**src/rtl/out_byte_uart_pkg.sv**
```systemverilog
`default_nettype none
// ============================================================================
// out_byte_uart_pkg : FSM state type, frame constants and parity helper for
// the byte-port UART transmitter. Optional parity: OUT_BYTE_UART_PARITY_EN.
// Revision: 1.0
// ============================================================================
package out_byte_uart_pkg;

    localparam int DATA_BITS = 8;

`ifdef OUT_BYTE_UART_PARITY_EN
    typedef enum logic [2:0] {
        ST_IDLE   = 3'd0,
        ST_START  = 3'd1,
        ST_DATA   = 3'd2,
        ST_PARITY = 3'd3,
        ST_STOP   = 3'd4
    } uart_state_t;

    localparam int FRAME_BITS = 11;

    // Even parity: the parity bit makes the total count of ones even.
    function automatic logic even_parity(input logic [7:0] data);
        return ^data;
    endfunction
`else
    typedef enum logic [2:0] {
        ST_IDLE  = 3'd0,
        ST_START = 3'd1,
        ST_DATA  = 3'd2,
        ST_STOP  = 3'd4
    } uart_state_t;

    localparam int FRAME_BITS = 10;
`endif

endpackage
`default_nettype wire

```
**src/rtl/out_byte_fifo.sv**
```systemverilog
`default_nettype none
// ============================================================================
// out_byte_fifo : byte FIFO with combinational head, exact occupancy count.
// Revision: 1.0
// ============================================================================
module out_byte_fifo #(
    parameter int DEPTH = 8
) (
    input  logic                     clk,
    input  logic                     reset,
    input  logic                     push,
    input  logic                     pop,
    input  logic [7:0]               push_data,
    output logic [7:0]               pop_data,
    output logic [$clog2(DEPTH):0]   count,
    output logic                     full,
    output logic                     empty
);

    localparam int AW = $clog2(DEPTH);

    logic [7:0]    mem [DEPTH];
    logic [AW-1:0] wr_ptr;
    logic [AW-1:0] rd_ptr;
    logic          do_push;
    logic          do_pop;

    // A full FIFO still accepts a byte when the head leaves on the same edge.
    assign do_pop   = pop && !empty;
    assign do_push  = push && (!full || do_pop);
    assign full     = (count == (AW+1)'(DEPTH));
    assign empty    = (count == '0);
    assign pop_data = mem[rd_ptr];

    always_ff @(posedge clk) begin
        if (do_push) begin
            mem[wr_ptr] <= push_data;
        end
    end

    // Power-of-two depth lets the pointers wrap by natural overflow.
    always_ff @(posedge clk or posedge reset) begin
        if (reset) begin
            wr_ptr <= '0;
            rd_ptr <= '0;
            count  <= '0;
        end else begin
            if (do_push) begin
                wr_ptr <= wr_ptr + AW'(1);
            end
            if (do_pop) begin
                rd_ptr <= rd_ptr + AW'(1);
            end
            case ({do_push, do_pop})
                2'b10:   count <= count + (AW+1)'(1);
                2'b01:   count <= count - (AW+1)'(1);
                default: count <= count;
            endcase
        end
    end

endmodule
`default_nettype wire

```
**src/rtl/out_byte_uart_tx.sv**
```systemverilog
`default_nettype none
// ============================================================================
// out_byte_uart_tx : CPU output-port bytes -> FIFO -> 8N1 serial line.
// Optional even parity bit with macro OUT_BYTE_UART_PARITY_EN.  Revision: 1.0
// ============================================================================
module out_byte_uart_tx
    import out_byte_uart_pkg::*;
#(
    parameter int CLK_DIV    = 104,
    parameter int FIFO_DEPTH = 8
) (
    input  logic                          clk,
    input  logic                          reset,
    input  logic [7:0]                    in_byte,
    input  logic                          in_byte_en,
    output logic                          tx,
    output logic                          busy,
    output logic                          fifo_full,
    output logic                          overflow,
    output logic [$clog2(FIFO_DEPTH):0]   fifo_count
);

    localparam logic [15:0] BIT_RELOAD = 16'(CLK_DIV - 1);

    uart_state_t state;
    logic [15:0] bit_cnt;
    logic [2:0]  bit_idx;
    logic [7:0]  shreg;
    logic [7:0]  head;
    logic        fifo_empty;
    logic        bit_done;
    logic        pop;
`ifdef OUT_BYTE_UART_PARITY_EN
    logic        parity_bit;
`endif

    assign bit_done = (bit_cnt == '0);
    // Head leaves the FIFO when idle, or when a stop bit ends (back-to-back).
    assign pop  = !fifo_empty && ((state == ST_IDLE) || ((state == ST_STOP) && bit_done));
    assign busy = (state != ST_IDLE) || !fifo_empty;

    out_byte_fifo #(
        .DEPTH (FIFO_DEPTH)
    ) u_fifo (
        .clk       (clk),
        .reset     (reset),
        .push      (in_byte_en),
        .pop       (pop),
        .push_data (in_byte),
        .pop_data  (head),
        .count     (fifo_count),
        .full      (fifo_full),
        .empty     (fifo_empty)
    );

    always_ff @(posedge clk or posedge reset) begin
        if (reset) begin
            state      <= ST_IDLE;
            tx         <= 1'b1;
            bit_cnt    <= '0;
            bit_idx    <= '0;
            shreg      <= '0;
            overflow   <= 1'b0;
`ifdef OUT_BYTE_UART_PARITY_EN
            parity_bit <= 1'b0;
`endif
        end else begin
            if (in_byte_en && fifo_full && !pop) begin
                overflow <= 1'b1;
            end

            case (state)
                ST_IDLE: begin
                    tx <= 1'b1;
                    if (pop) begin
                        shreg      <= head;
`ifdef OUT_BYTE_UART_PARITY_EN
                        parity_bit <= even_parity(head);
`endif
                        state      <= ST_START;
                        tx         <= 1'b0;
                        bit_cnt    <= BIT_RELOAD;
                    end
                end

                ST_START: begin
                    if (!bit_done) begin
                        bit_cnt <= bit_cnt - 16'd1;
                    end else begin
                        state   <= ST_DATA;
                        tx      <= shreg[0];
                        bit_idx <= '0;
                        bit_cnt <= BIT_RELOAD;
                    end
                end

                ST_DATA: begin
                    if (!bit_done) begin
                        bit_cnt <= bit_cnt - 16'd1;
                    end else begin
                        bit_cnt <= BIT_RELOAD;
                        if (bit_idx == 3'(DATA_BITS - 1)) begin
`ifdef OUT_BYTE_UART_PARITY_EN
                            state <= ST_PARITY;
                            tx    <= parity_bit;
`else
                            state <= ST_STOP;
                            tx    <= 1'b1;
`endif
                        end else begin
                            bit_idx <= bit_idx + 3'd1;
                            shreg   <= {1'b0, shreg[7:1]};
                            tx      <= shreg[1];
                        end
                    end
                end

`ifdef OUT_BYTE_UART_PARITY_EN
                ST_PARITY: begin
                    if (!bit_done) begin
                        bit_cnt <= bit_cnt - 16'd1;
                    end else begin
                        state   <= ST_STOP;
                        tx      <= 1'b1;
                        bit_cnt <= BIT_RELOAD;
                    end
                end
`endif

                ST_STOP: begin
                    if (!bit_done) begin
                        bit_cnt <= bit_cnt - 16'd1;
                    end else if (pop) begin
                        shreg      <= head;
`ifdef OUT_BYTE_UART_PARITY_EN
                        parity_bit <= even_parity(head);
`endif
                        state      <= ST_START;
                        tx         <= 1'b0;
                        bit_cnt    <= BIT_RELOAD;
                    end else begin
                        state <= ST_IDLE;
                        tx    <= 1'b1;
                    end
                end

                default: begin
                    state <= ST_IDLE;
                    tx    <= 1'b1;
                end
            endcase
        end
    end

endmodule
`default_nettype wire

```
**config.mk**
```make
export PLATFORM = sky130hd
export DESIGN_NAME = out_byte_uart_tx
export DESIGN_NICKNAME = d
export VERILOG_FILES = /design/src/rtl/out_byte_uart_pkg.sv /design/src/rtl/out_byte_fifo.sv /design/src/rtl/out_byte_uart_tx.sv
export SDC_FILE = /design/constraint.sdc
export NUM_CORES = 1
export LEC_CHECK = 0
export ABC_AREA = 1
export CAP_MARGIN = 20
export CORE_UTILIZATION = 65
export DETAILED_ROUTE_END_ITERATION = 8
export PLACE_DENSITY = 0.95
export SETUP_SLACK_MARGIN = 0.2
export SLEW_MARGIN = 20
export SYNTH_ARGS = -nofsm -noshare
export SYNTH_HDL_FRONTEND = slang
export SYNTH_SLANG_ARGS = --single-unit
```
**constraint.sdc**
```tcl
create_clock -name clk -period 4.07 [get_ports clk]
set_input_delay 0.6105 -clock clk [delete_from_list [all_inputs] [get_ports clk]]
set_output_delay 0.6105 -clock clk [all_outputs]
set_load 0.02 [all_outputs]
```
==> flow_metrics.py, run 1 <==
metrics = {
    "global_route": {
        "track_usage_pct": 28.33,
        "grt_overflow": 0,
        "antenna_found_initial": 0,
        "grt_pass1_vias": 3494,
        "grt_first_pass_wirelength_mm": 16.46,
        "grt_max_degree": 35,
    },
    "sta": {
        "fmax_mhz": 357.0,
        "finalClockSkew_ns": 0.01094,
        "setup_viol": 0,
        "holdWs_ns": 0.4996,
        "slew_headroom_pct": 39.81,
        "grt_setup_unrepaired": "no",
        "post-route-period-util_pct": 68.82,
        "setup_tns_ns": 0,
        "drv_slew": 0,
        "hold_viol": 0,
        "worst_pin_slew_ns": 0.9019,
        "timing.final.crit_period_ns": 2.801,
    },
    "setup_path": {
        "worst_ep_required_time_ns": 4.09,
        "cpPeakStageDelay_ns": 0.62,
        "reg2reg_setup_slack_ns": 1.27,
        "critPathKind": "flip-flop to flip-flop",
        "r2r_end": "u_fifo.mem[7][1]",
        "cp_slowest_cell": "nor2_1",
        "cp.arrival_ns": 2.82,
        "crit_path_frequent_cell": "nand2_1",
        "cp-end-kind": "flip-flop",
        "cp_num_buf_inv": 2,
        "crit_chain": "inv_1 -> ha_1 -> nand2_2 -> nor2_4 -> nand3_4 -> nand2_2 -> nand2_4 -> nand2_1 -> nand2_1 -> inv_1 -> nand2_1 -> nor2_1",
        "r2r_start": "bit_cnt[0]",
        "rr_worst_depth": 12,
        "cpLargestDelayFamily": "simple AND/OR/NAND/NOR gates",
        "cp_max_fo": 9,
        "startpoint_type": "flip-flop",
    },
    "detailed_routing": {
        "post_drt_wl_per_cell_um": 17.10,
        "vias": 3712,
        "routed_wl_mm": 10.43,
        "via_per_inst": 6.085,
        "first_pass_iters": 7,
        "antenna_left": 0,
        "drt_iter0_drc": 299,
        "drcViolationCount": 0,
    },
    "synthesis": {
        "synthArstFlopShare_pct": 39.62,
        "syn_inst": 486,
        "syn_area_sq_um": 4928,
        "synth-seq-area-share_pct": 60.35,
        "yosys.cell_types.count": 45,
        "synth-edff-count": 64,
        "syn_nets": 505,
        "synth-seq-cells": 106,
        "syn_area_per_cell_sq_um": 10.14,
        "synth-main-ff-cell": "edfxtp_1",
        "synth_warnings": 0,
    },
    "finish": {
        "drive_gt1_share_pct": 10.18,
        "diodes": 0,
        "synthToLayoutAreaGrowth_pct": 9.444,
        "layout.cells.non_filler": 610,
        "final-seq-area_sq_um": 2974,
        "multiInputGateArea_sq_um": 1722,
        "num-fill-cells": 488,
        "final_nets": 525,
        "layout_common_cells": "nand2_1 (81), nor2_1 (66), edfxtp_1 (64), o21ai_0 (48), inv_1 (43)",
        "final_common_cell": "nand2_1",
    },
    "die": {
        "io_pins": 19,
        "row_count": 31,
        "fp.dieW_um": 89.08,
        "die_y_um": 89.08,
        "core_sq_um": 7292,
        "start_util_pct": 67.59,
        "die_area_sq_um": 7934,
    },
    "min_path": {
        "hp-class": "flip-flop to flip-flop",
        "min_to": "shreg[2]",
        "min_from": "shreg[2]",
        "min_path_cells": 2,
    },
    "cts": {
        "cts_tree": "yes",
        "cts_resized": 0,
        "cts_sinks": 106,
        "hold_buffers": 0,
        "cts_made_buffers": 9,
        "clockBufferDepth": 2,
        "ctsRootBufferMaster": "clkbuf_8",
        "h-tree-depth": 3,
        "cts.clk_slew.worst_paths_ns": 0.10,
        "cts_setup_buffers": 0,
        "clock_latency_ns": 0.38,
    },
    "power_and_ir_drop": {
        "power_density_nw_per_um2": 442.6,
        "peakVddDrop_uv": 419.7,
        "power_leakage_uw": 0.002179,
    },
    "flow_run": {
        "drv_cap": 0,
    },
    "placement": {
        "dp.cells": 594,
        "dp_hpwl_mm": 7.181,
        "place.gp.congestion": 0.8872,
        "numPortBuffers": 18,
    },
    "run_status": {
        "status": "finished clean",
    },
}
per-stage QoR:
step	instance area, sq um	power, uW	utilization [%]	worst slack [ns]
2_1_floorplan	4928	1611	-	1.605
3_3_place_gp	5199	1745	71.29	1.489
3_5_place_dp	5199	1772	71.29	1.358
4_1_cts	5394	2394	73.97	1.311
5_1_grt	5394	2480	73.97	1.080
6_report	5394	2387	73.97	1.269
per-layer routing:
metal  vias to the layer above  track usage (%)  wire (um)
met5                         -                0          0
met4                         0            12.70        260
met3                        29            6.464        837
met2                       200            47.83       5280
met1                      1771            35.30       4054
li1                       1712                -          -
state kept, by name (all words and copies together) (netlist names):
| name | cells |
|---|---|
| bit_cnt | 16 |
| bit_idx | 3 |
| overflow | 1 |
| shreg | 8 |
| state | 3 |
| tx | 1 |
| u_fifo.count | 4 |
| u_fifo.mem | 64 |
| u_fifo.rd_ptr | 3 |
| u_fifo.wr_ptr | 3 |
cell type report:
class	count	area share (%)
Sequential cell	106	55.14
Multi-Input combinational cell	321	31.92
Timing Repair Buffer	21	3.758
Inverter	47	3.271
Clock buffer	9	2.296
Tap cell	99	2.296
Clock inverter	7	1.322
power breakdown:
group	total (uW)	internal [uW]	switching (uW)
clock	632	238	394
sequential	1350	1280	70.4
combinational	405	148	256
total	2390	1670	720
cells by family (layout without fill, tap and decap cells):
kind of cell	after synthesis	in the layout	share of synthesized area (%)
AO/OA/AOI/OAI	111	111	13.58
XOR/XNOR	6	6	1.219
adder cells (fa/ha/maj)	8	8	2.183
buffers and inverters	59	84	4.722
flip-flops	106	106	60.35
AND/OR/NAND/NOR	196	196	17.95
how the worst max path moves through the flow:
stage,start,to,slack [ns],cells past startpoint
after floorplan,bit_cnt[0],u_fifo.count[3],1.60,17
after global placement,bit_cnt[0],u_fifo.count[3],1.49,17
after detailed placement,bit_cnt[0],u_fifo.mem[2][4],1.36,11
after CTS,bit_cnt[0],u_fifo.mem[7][1],1.31,12
after global routing,bit_cnt[0],u_fifo.mem[7][1],1.08,12
final,bit_cnt[0],u_fifo.mem[7][1],1.27,12
synthesized netlist by cell type, types with 2 or more instances:
cell / count / area, sq um
inv_1: 43 / 161.4
edfxtp_1: 64 / 1922
nor2_2: 4 / 25.02
o221ai_1: 4 / 35.03
nor3_1: 8 / 40.04
nand2_2: 5 / 31.28
nand2_4: 3 / 33.78
nand2_1: 81 / 304.0
nor2_4: 5 / 56.30
clkbuf_1: 8 / 30.03
xnor2_1: 3 / 26.28
o21ai_1: 9 / 45.04
nand3_1: 20 / 100.1
ha_1: 7 / 87.58
o21ai_2: 3 / 26.28
o22ai_1: 14 / 87.58
a21oi_1: 17 / 85.08
nor2_1: 66 / 247.7
a22o_1: 2 / 17.52
o21bai_1: 2 / 15.01
buf_1: 2 / 7.510
o21ai_0: 48 / 240.2
xor2_1: 2 / 17.52
a41oi_1: 2 / 17.52
inv_2: 3 / 11.26
dfrtp_1: 41 / 1026
o211ai_1: 2 / 15.01
worst register-to-register path, cell delays in order, from the launching register on:
cell and delay [ns]:
dfrtp_1 0.42, inv_1 0.09, ha_1 0.24, nand2_2 0.12, nor2_4 0.17, nand3_4 0.11, nand2_2 0.10, nand2_4 0.09
nand2_1 0.10, nand2_1 0.11, inv_1 0.14, nand2_1 0.14, nor2_1 0.62
Power figures use the tool's default switching activity.
==> run 2, diff against run 1 <==
--- a/config.mk
+++ b/config.mk
@@ -7,9 +7,9 @@
 export LEC_CHECK = 0
 export ABC_AREA = 1
 export CAP_MARGIN = 20
-export CORE_UTILIZATION = 65
+export CORE_UTILIZATION = 61
 export DETAILED_ROUTE_END_ITERATION = 8
-export PLACE_DENSITY = 0.95
+export PLACE_DENSITY = 0.91
 export SETUP_SLACK_MARGIN = 0.2
 export SLEW_MARGIN = 20
 export SYNTH_ARGS = -nofsm -noshare
==> constraint.sdc (replaced) <==
create_clock -name clk -period 2.9 [get_ports clk]
set_input_delay 0.435 -clock clk [delete_from_list [all_inputs] [get_ports clk]]
set_output_delay 0.435 -clock clk [all_outputs]
set_load 0.02 [all_outputs]
==> run 2 against run 1 <==
Effect of this change:
- non-clock buffer count is 10 higher
- sequential share of layout area is 1.0 points lower
- power is 45% higher
- first-iteration DRC count is 32% lower
==> flow_metrics.py, run 2 (synthesis results as in run 1) <==
metrics = {
    "finish": {
        "final_nets": 535,
        "largest_register_ffs": 64,
        "num-fill-cells": 535,
        "regMostFlops": "u_fifo.mem",
        "final_common_cell": "nand2_1",
        "drive_gt1_share_pct": 12.28,
        "post-route-cell-area_sq_um": 5495,
        "synthToLayoutAreaGrowth_pct": 11.50,
        "reg_top3": "u_fifo.mem: 64 flops, bit_cnt: 16 flops, shreg: 8 flops",
        "layout_common_cells": "nand2_1 (81), nor2_1 (66), edfxtp_1 (64), o21ai_0 (48), inv_1 (43)",
        "diodes": 0,
    },
    "power_and_ir_drop": {
        "power_leakage_uw": 0.002241,
        "intPower_uw": 2385,
        "peakVddDrop_uv": 420.1,
        "power_frac_seq_pct": 54.7,
        "power_uw": 3453,
        "pwr-share-clk_pct": 27.2,
        "netSwitchingFraction_pct": 30.93,
        "comb_power_share_pct": 18.1,
        "power_density_nw_per_um2": 628.3,
        "p_switching_uw": 1068,
    },
    "placement": {
        "preCtsSetupSlack_ns": 0.3453,
        "place.gp.congestion": 0.9176,
        "dp_hpwl_mm": 7.221,
        "placed_area_sq_um": 5278,
        "numPortBuffers": 18,
    },
    "cts": {
        "cts_made_buffers": 9,
        "ctsRootBufferMaster": "clkbuf_8",
        "clockBufferDepth": 2,
        "h-tree-depth": 3,
        "cts_tree": "yes",
        "clock_latency_ns": 0.39,
        "cts_sinks": 106,
        "cts.clk_slew.worst_paths_ns": 0.12,
        "cts_setup_buffers": 0,
    },
    "min_path": {
        "hp-class": "input port to asynchronous set/reset pin",
    },
    "die": {
        "fp.dieW_um": 91.89,
        "core_sq_um": 7767,
        "start_util_pct": 63.45,
        "die_y_um": 91.89,
        "row_count": 32,
        "die_area_sq_um": 8443,
        "io_pins": 19,
    },
    "sta": {
        "drv_slew": 0,
        "setup_viol": 0,
        "post-route-period-util_pct": 87.32,
        "setup_tns_ns": 0,
        "finalClockSkew_ns": 0.01791,
        "worst_pin_slew_ns": 0.8531,
        "slew_headroom_pct": 43.06,
        "hold_viol": 0,
        "timing.final.crit_period_ns": 2.532,
        "layout_setup_ws_ns": 0.3677,
        "grt_setup_unrepaired": "no",
        "fmax_mhz": 394.9,
    },
    "flow_run": {
        "drv_cap": 0,
    },
    "detailed_routing": {
        "via_per_inst": 5.896,
        "antenna_left": 0,
        "drcViolationCount": 0,
        "routed_wl_mm": 10.67,
        "first_pass_iters": 5,
        "vias": 3673,
        "post_drt_wl_per_cell_um": 17.13,
        "drt_iter0_drc": 203,
    },
    "setup_path": {
        "critPathKind": "flip-flop to primary output",
        "cp.arrival_ns": 2.10,
        "cp_max_fo": 3,
        "worst_ep_required_time_ns": 2.47,
        "crit_chain": "inv_1 -> nand2_1 -> nor3_2 -> nand2_1 -> clkdlybuf4s50_1",
        "cp_slowest_cell": "clkdlybuf4s50_1",
        "crit_path_frequent_cell": "nand2_1",
        "cpPeakStageDelay_ns": 0.57,
        "cp-end-kind": "primary output",
        "startpoint_type": "flip-flop",
    },
    "run_status": {
        "status": "finished clean",
    },
    "global_route": {
        "antenna_found_initial": 0,
        "grt_first_pass_wirelength_mm": 17.57,
        "grt_max_degree": 43,
        "grt_pass1_vias": 3654,
        "grt_overflow": 0,
        "track_usage_pct": 27.53,
    },
}
## run 2: cell count changes in the layout (fill, tap and decap cells not counted), sizes merged
cell | before | now
buf | 3 | 13
clkinvlp | 1 | 0
inv | 49 | 50
## run 2: through the flow
step,hold WS (ns),cells,utilization [%]
after floorplan,0.4433,486,-
after global placement,0.4565,607,67.94
after detailed placement,0.4687,607,67.94
after CTS,0.4851,623,70.65
after global routing,0.5080,623,70.75
final,0.4632,623,70.75
## run 2: power groups by stage
stage                     Clock [uW]  Sequential (uW)  Combinational, uW
after floorplan                    0             1940                324
after global placement             0             1900                576
after detailed placement           0             1920                619
after CTS                        952             1880                621
after global routing            1000             1900                687
final                            940             1890                625
## run 2: area by class of cell
type,count,area (sq um),share of cell area (%)
Sequential cell,106,2974,54.12
Multi-Input combinational cell,321,1729,31.47
Timing Repair Buffer,31,277.8,5.055
Inverter,47,176.4,3.210
Tap cell,102,127.6,2.322
Clock buffer,9,123.9,2.254
Clock inverter,7,86.33,1.571
## run 2: worst paths after layout
check	startpoint	endpoint	slack, ns	cells after the start
min in group clk	overflow	overflow	0.49	1
max	u_fifo.count[0]	busy	0.37	5
min	reset	u_fifo.wr_ptr[1]	0.46	3
min reg2reg	overflow	overflow	0.49	1
max reg2reg	bit_cnt[0]	u_fifo.count[3]	0.42	18
max in group asynchronous	reset	tx	2.04	3
## run 2: worst max-delay path: cells and delay by family, from the launching register on
family / cells / cell delay (ns)
buf+inv: 2 / 0.72
simple gates: 3 / 0.55
flops: 1 / 0.45
## run 2: layer usage
| layer | vias up | track usage, % | share of wire, % |
|---|---|---|---|
| li1 | 1730 | - | - |
| met2 | 134 | 49.38 | 53 |
| met3 | 21 | 7.214 | 6.0 |
| met4 | 0 | 10.55 | 1.9 |
| met1 | 1788 | 31.36 | 39 |
| met5 | - | 0 | 0 |
## run 2: what timing repair did
action	4_1_cts	5_1_grt
endpoints found under the setup margin	0	1
hold buffers	0	0
endpoints found under the hold margin	0	0
resized for setup	0	2
==> run 3, diff against run 2 <==
--- a/config.mk
+++ b/config.mk
@@ -8,8 +8,9 @@
 export ABC_AREA = 1
 export CAP_MARGIN = 20
 export CORE_UTILIZATION = 61
+export CTS_CLUSTER_SIZE = 40
 export DETAILED_ROUTE_END_ITERATION = 8
-export PLACE_DENSITY = 0.91
+export PLACE_DENSITY = 0.92
 export SETUP_SLACK_MARGIN = 0.2
 export SLEW_MARGIN = 20
 export SYNTH_ARGS = -nofsm -noshare
==> run 3 against run 2 <==
Effect of this change:
- first-iteration DRC count rose by 79%
- utilization rose by 0.097 points
- clock skew rose by 0.0029 ns
- worst setup slack got worse by 0.050 ns
- largest cell class unchanged
==> flow_metrics.py, run 3 (synthesis results as in run 1) <==
metrics = {
    "power_and_ir_drop": {
        "pwr-share-clk_pct": 27.3,
        "power_leakage_uw": 0.002236,
        "intPower_uw": 2378,
        "netSwitchingFraction_pct": 30.95,
        "comb_power_share_pct": 18.0,
        "peakVddDrop_uv": 476.1,
        "power_frac_seq_pct": 54.7,
        "power_density_nw_per_um2": 626.0,
        "p_switching_uw": 1066,
    },
    "finish": {
        "drive_gt1_share_pct": 12.12,
        "reg_top3": "u_fifo.mem: 64 flops, bit_cnt: 16 flops, shreg: 8 flops",
        "final_nets": 534,
        "regMostFlops": "u_fifo.mem",
        "post-route-cell-area_sq_um": 5503,
        "largest_register_ffs": 64,
        "final_common_cell": "nand2_1",
        "diodes": 0,
        "layout_common_cells": "nand2_1 (81), nor2_1 (66), edfxtp_1 (64), o21ai_0 (48), inv_1 (43)",
        "utilization_pct": 70.84,
        "synthToLayoutAreaGrowth_pct": 11.65,
    },
    "die": {
        "die_y_um": 91.89,
        "row_count": 32,
        "die_area_sq_um": 8443,
        "io_pins": 19,
        "core_sq_um": 7767,
        "fp.dieW_um": 91.89,
        "start_util_pct": 63.45,
    },
    "cts": {
        "cts.clk_slew.worst_paths_ns": 0.12,
        "cts_tree": "yes",
        "cts_sinks": 106,
        "ctsRootBufferMaster": "clkbuf_8",
        "hold_buffers": 0,
        "clock_latency_ns": 0.39,
        "clockBufferDepth": 2,
        "cts_made_buffers": 9,
        "h-tree-depth": 3,
    },
    "sta": {
        "holdWs_ns": 0.4622,
        "worst_pin_slew_ns": 0.9633,
        "slew_headroom_pct": 35.71,
        "grt_setup_unrepaired": "no",
        "setup_viol": 0,
        "hold_viol": 0,
        "setup_tns_ns": 0,
        "post-route-period-util_pct": 89.05,
        "drv_slew": 0,
        "timing.final.crit_period_ns": 2.582,
        "finalClockSkew_ns": 0.02079,
        "layout_setup_ws_ns": 0.3176,
        "fmax_mhz": 387.2,
    },
    "detailed_routing": {
        "antenna_left": 0,
        "drt_iter0_drc": 364,
        "drcViolationCount": 0,
        "post_drt_wl_per_cell_um": 17.88,
        "via_per_inst": 6.077,
        "first_pass_iters": 5,
        "vias": 3780,
        "routed_wl_mm": 11.12,
    },
    "setup_path": {
        "crit_path_frequent_cell": "nand2_1",
        "cp_max_fo": 4,
        "cp-end-kind": "flip-flop",
        "cp_slowest_cell": "dfrtp_1",
        "cpPeakStageDelay_ns": 0.43,
        "critPathKind": "flip-flop to flip-flop",
        "crit_chain": "inv_1 -> ha_4 -> nand2_2 -> nor2_4 -> nand3_4 -> a21oi_4 -> nand2_4 -> inv_1 -> ha_1 -> nand2_1 -> nor2_1 -> a211oi_2 -> nand2_1 -> nand2_1 -> nand3_1 -> nand2_1 -> inv_1",
        "worst_ep_required_time_ns": 3.20,
        "startpoint_type": "flip-flop",
        "cp.arrival_ns": 2.88,
    },
    "global_route": {
        "grt_first_pass_wirelength_mm": 17.42,
        "grt_overflow": 0,
        "track_usage_pct": 27.27,
        "grt_max_degree": 43,
        "grt_pass1_vias": 3662,
        "antenna_found_initial": 0,
    },
    "run_status": {
        "status": "finished clean",
    },
    "placement": {
        "preCtsSetupSlack_ns": 0.3525,
        "numPortBuffers": 18,
        "placed_area_sq_um": 5270,
        "place.gp.congestion": 0.9480,
        "dp_hpwl_mm": 7.022,
    },
    "flow_run": {
        "drv_cap": 0,
    },
    "min_path": {
        "hp-class": "input port to asynchronous set/reset pin",
    },
}
## run 3: cell count changes in the layout (fill, tap and decap cells not counted), sizes merged
cell    before  now
inv         50   48
buf         13   12
clkinv       4    6
## run 3: path summary, 6_finish.rpt
kind,startpoint,endpoint,slack (ns),depth (start not counted)
max,bit_cnt[0],u_fifo.count[3],0.32,17
min,reset,u_fifo.wr_ptr[1],0.46,3
max reg2reg,bit_cnt[0],u_fifo.count[3],0.32,17
min reg2reg,overflow,overflow,0.50,1
max in group asynchronous,reset,shreg[5],2.05,3
min in group clk,overflow,overflow,0.50,1
## run 3: worst max-delay path, delay by kind of cell, from the launching register on
| family | cells | cell delay [ns] |
|---|---|---|
| compound gates | 2 | 0.39 |
| fa+ha+maj | 2 | 0.46 |
| simple gates | 10 | 0.93 |
| flops | 1 | 0.43 |
| buf+inv | 3 | 0.29 |
## run 3: layout make-up
type / instances / area, sq um
Sequential cell: 106 / 2974
Fill cell: 507 / 2265
Multi-Input combinational cell: 321 / 1739
Timing Repair Buffer: 30 / 270.3
Inverter: 47 / 176.4
Tap cell: 102 / 127.6
Clock buffer: 9 / 123.9
Clock inverter: 7 / 91.34
## run 3: metrics by stage
step / total power, uW / std cells
after CTS: 3440 / 622
after floorplan: 2260 / 486
after global placement: 2481 / 606
after global routing: 3590 / 622
after detailed placement: 2518 / 606
final: 3444 / 622
## run 3: power by group through the flow
stage / Combinational, uW / Sequential [uW] / Clock (uW)
2_1_floorplan: 324 / 1940 / 0
3_3_place_gp: 578 / 1900 / 0
3_5_place_dp: 605 / 1910 / 0
4_1_cts: 612 / 1880 / 947
5_1_grt: 681 / 1900 / 1010
6_report: 621 / 1880 / 940
## run 3: per-layer routing
layer | GRT usage (%) | share of wire (%) | vias to the layer above
met1 | 32.41 | 38 | 1819
li1 | - | - | 1725
met4 | 12.11 | 3.2 | 0
met3 | 6.633 | 7.7 | 35
met2 | 47.08 | 51 | 201
met5 | 0 | 0 | -
## run 3: repair_timing
action                     CTS  global route
resized for setup            0             3
buffers inserted             0             0
setup endpoints to repair    0             1
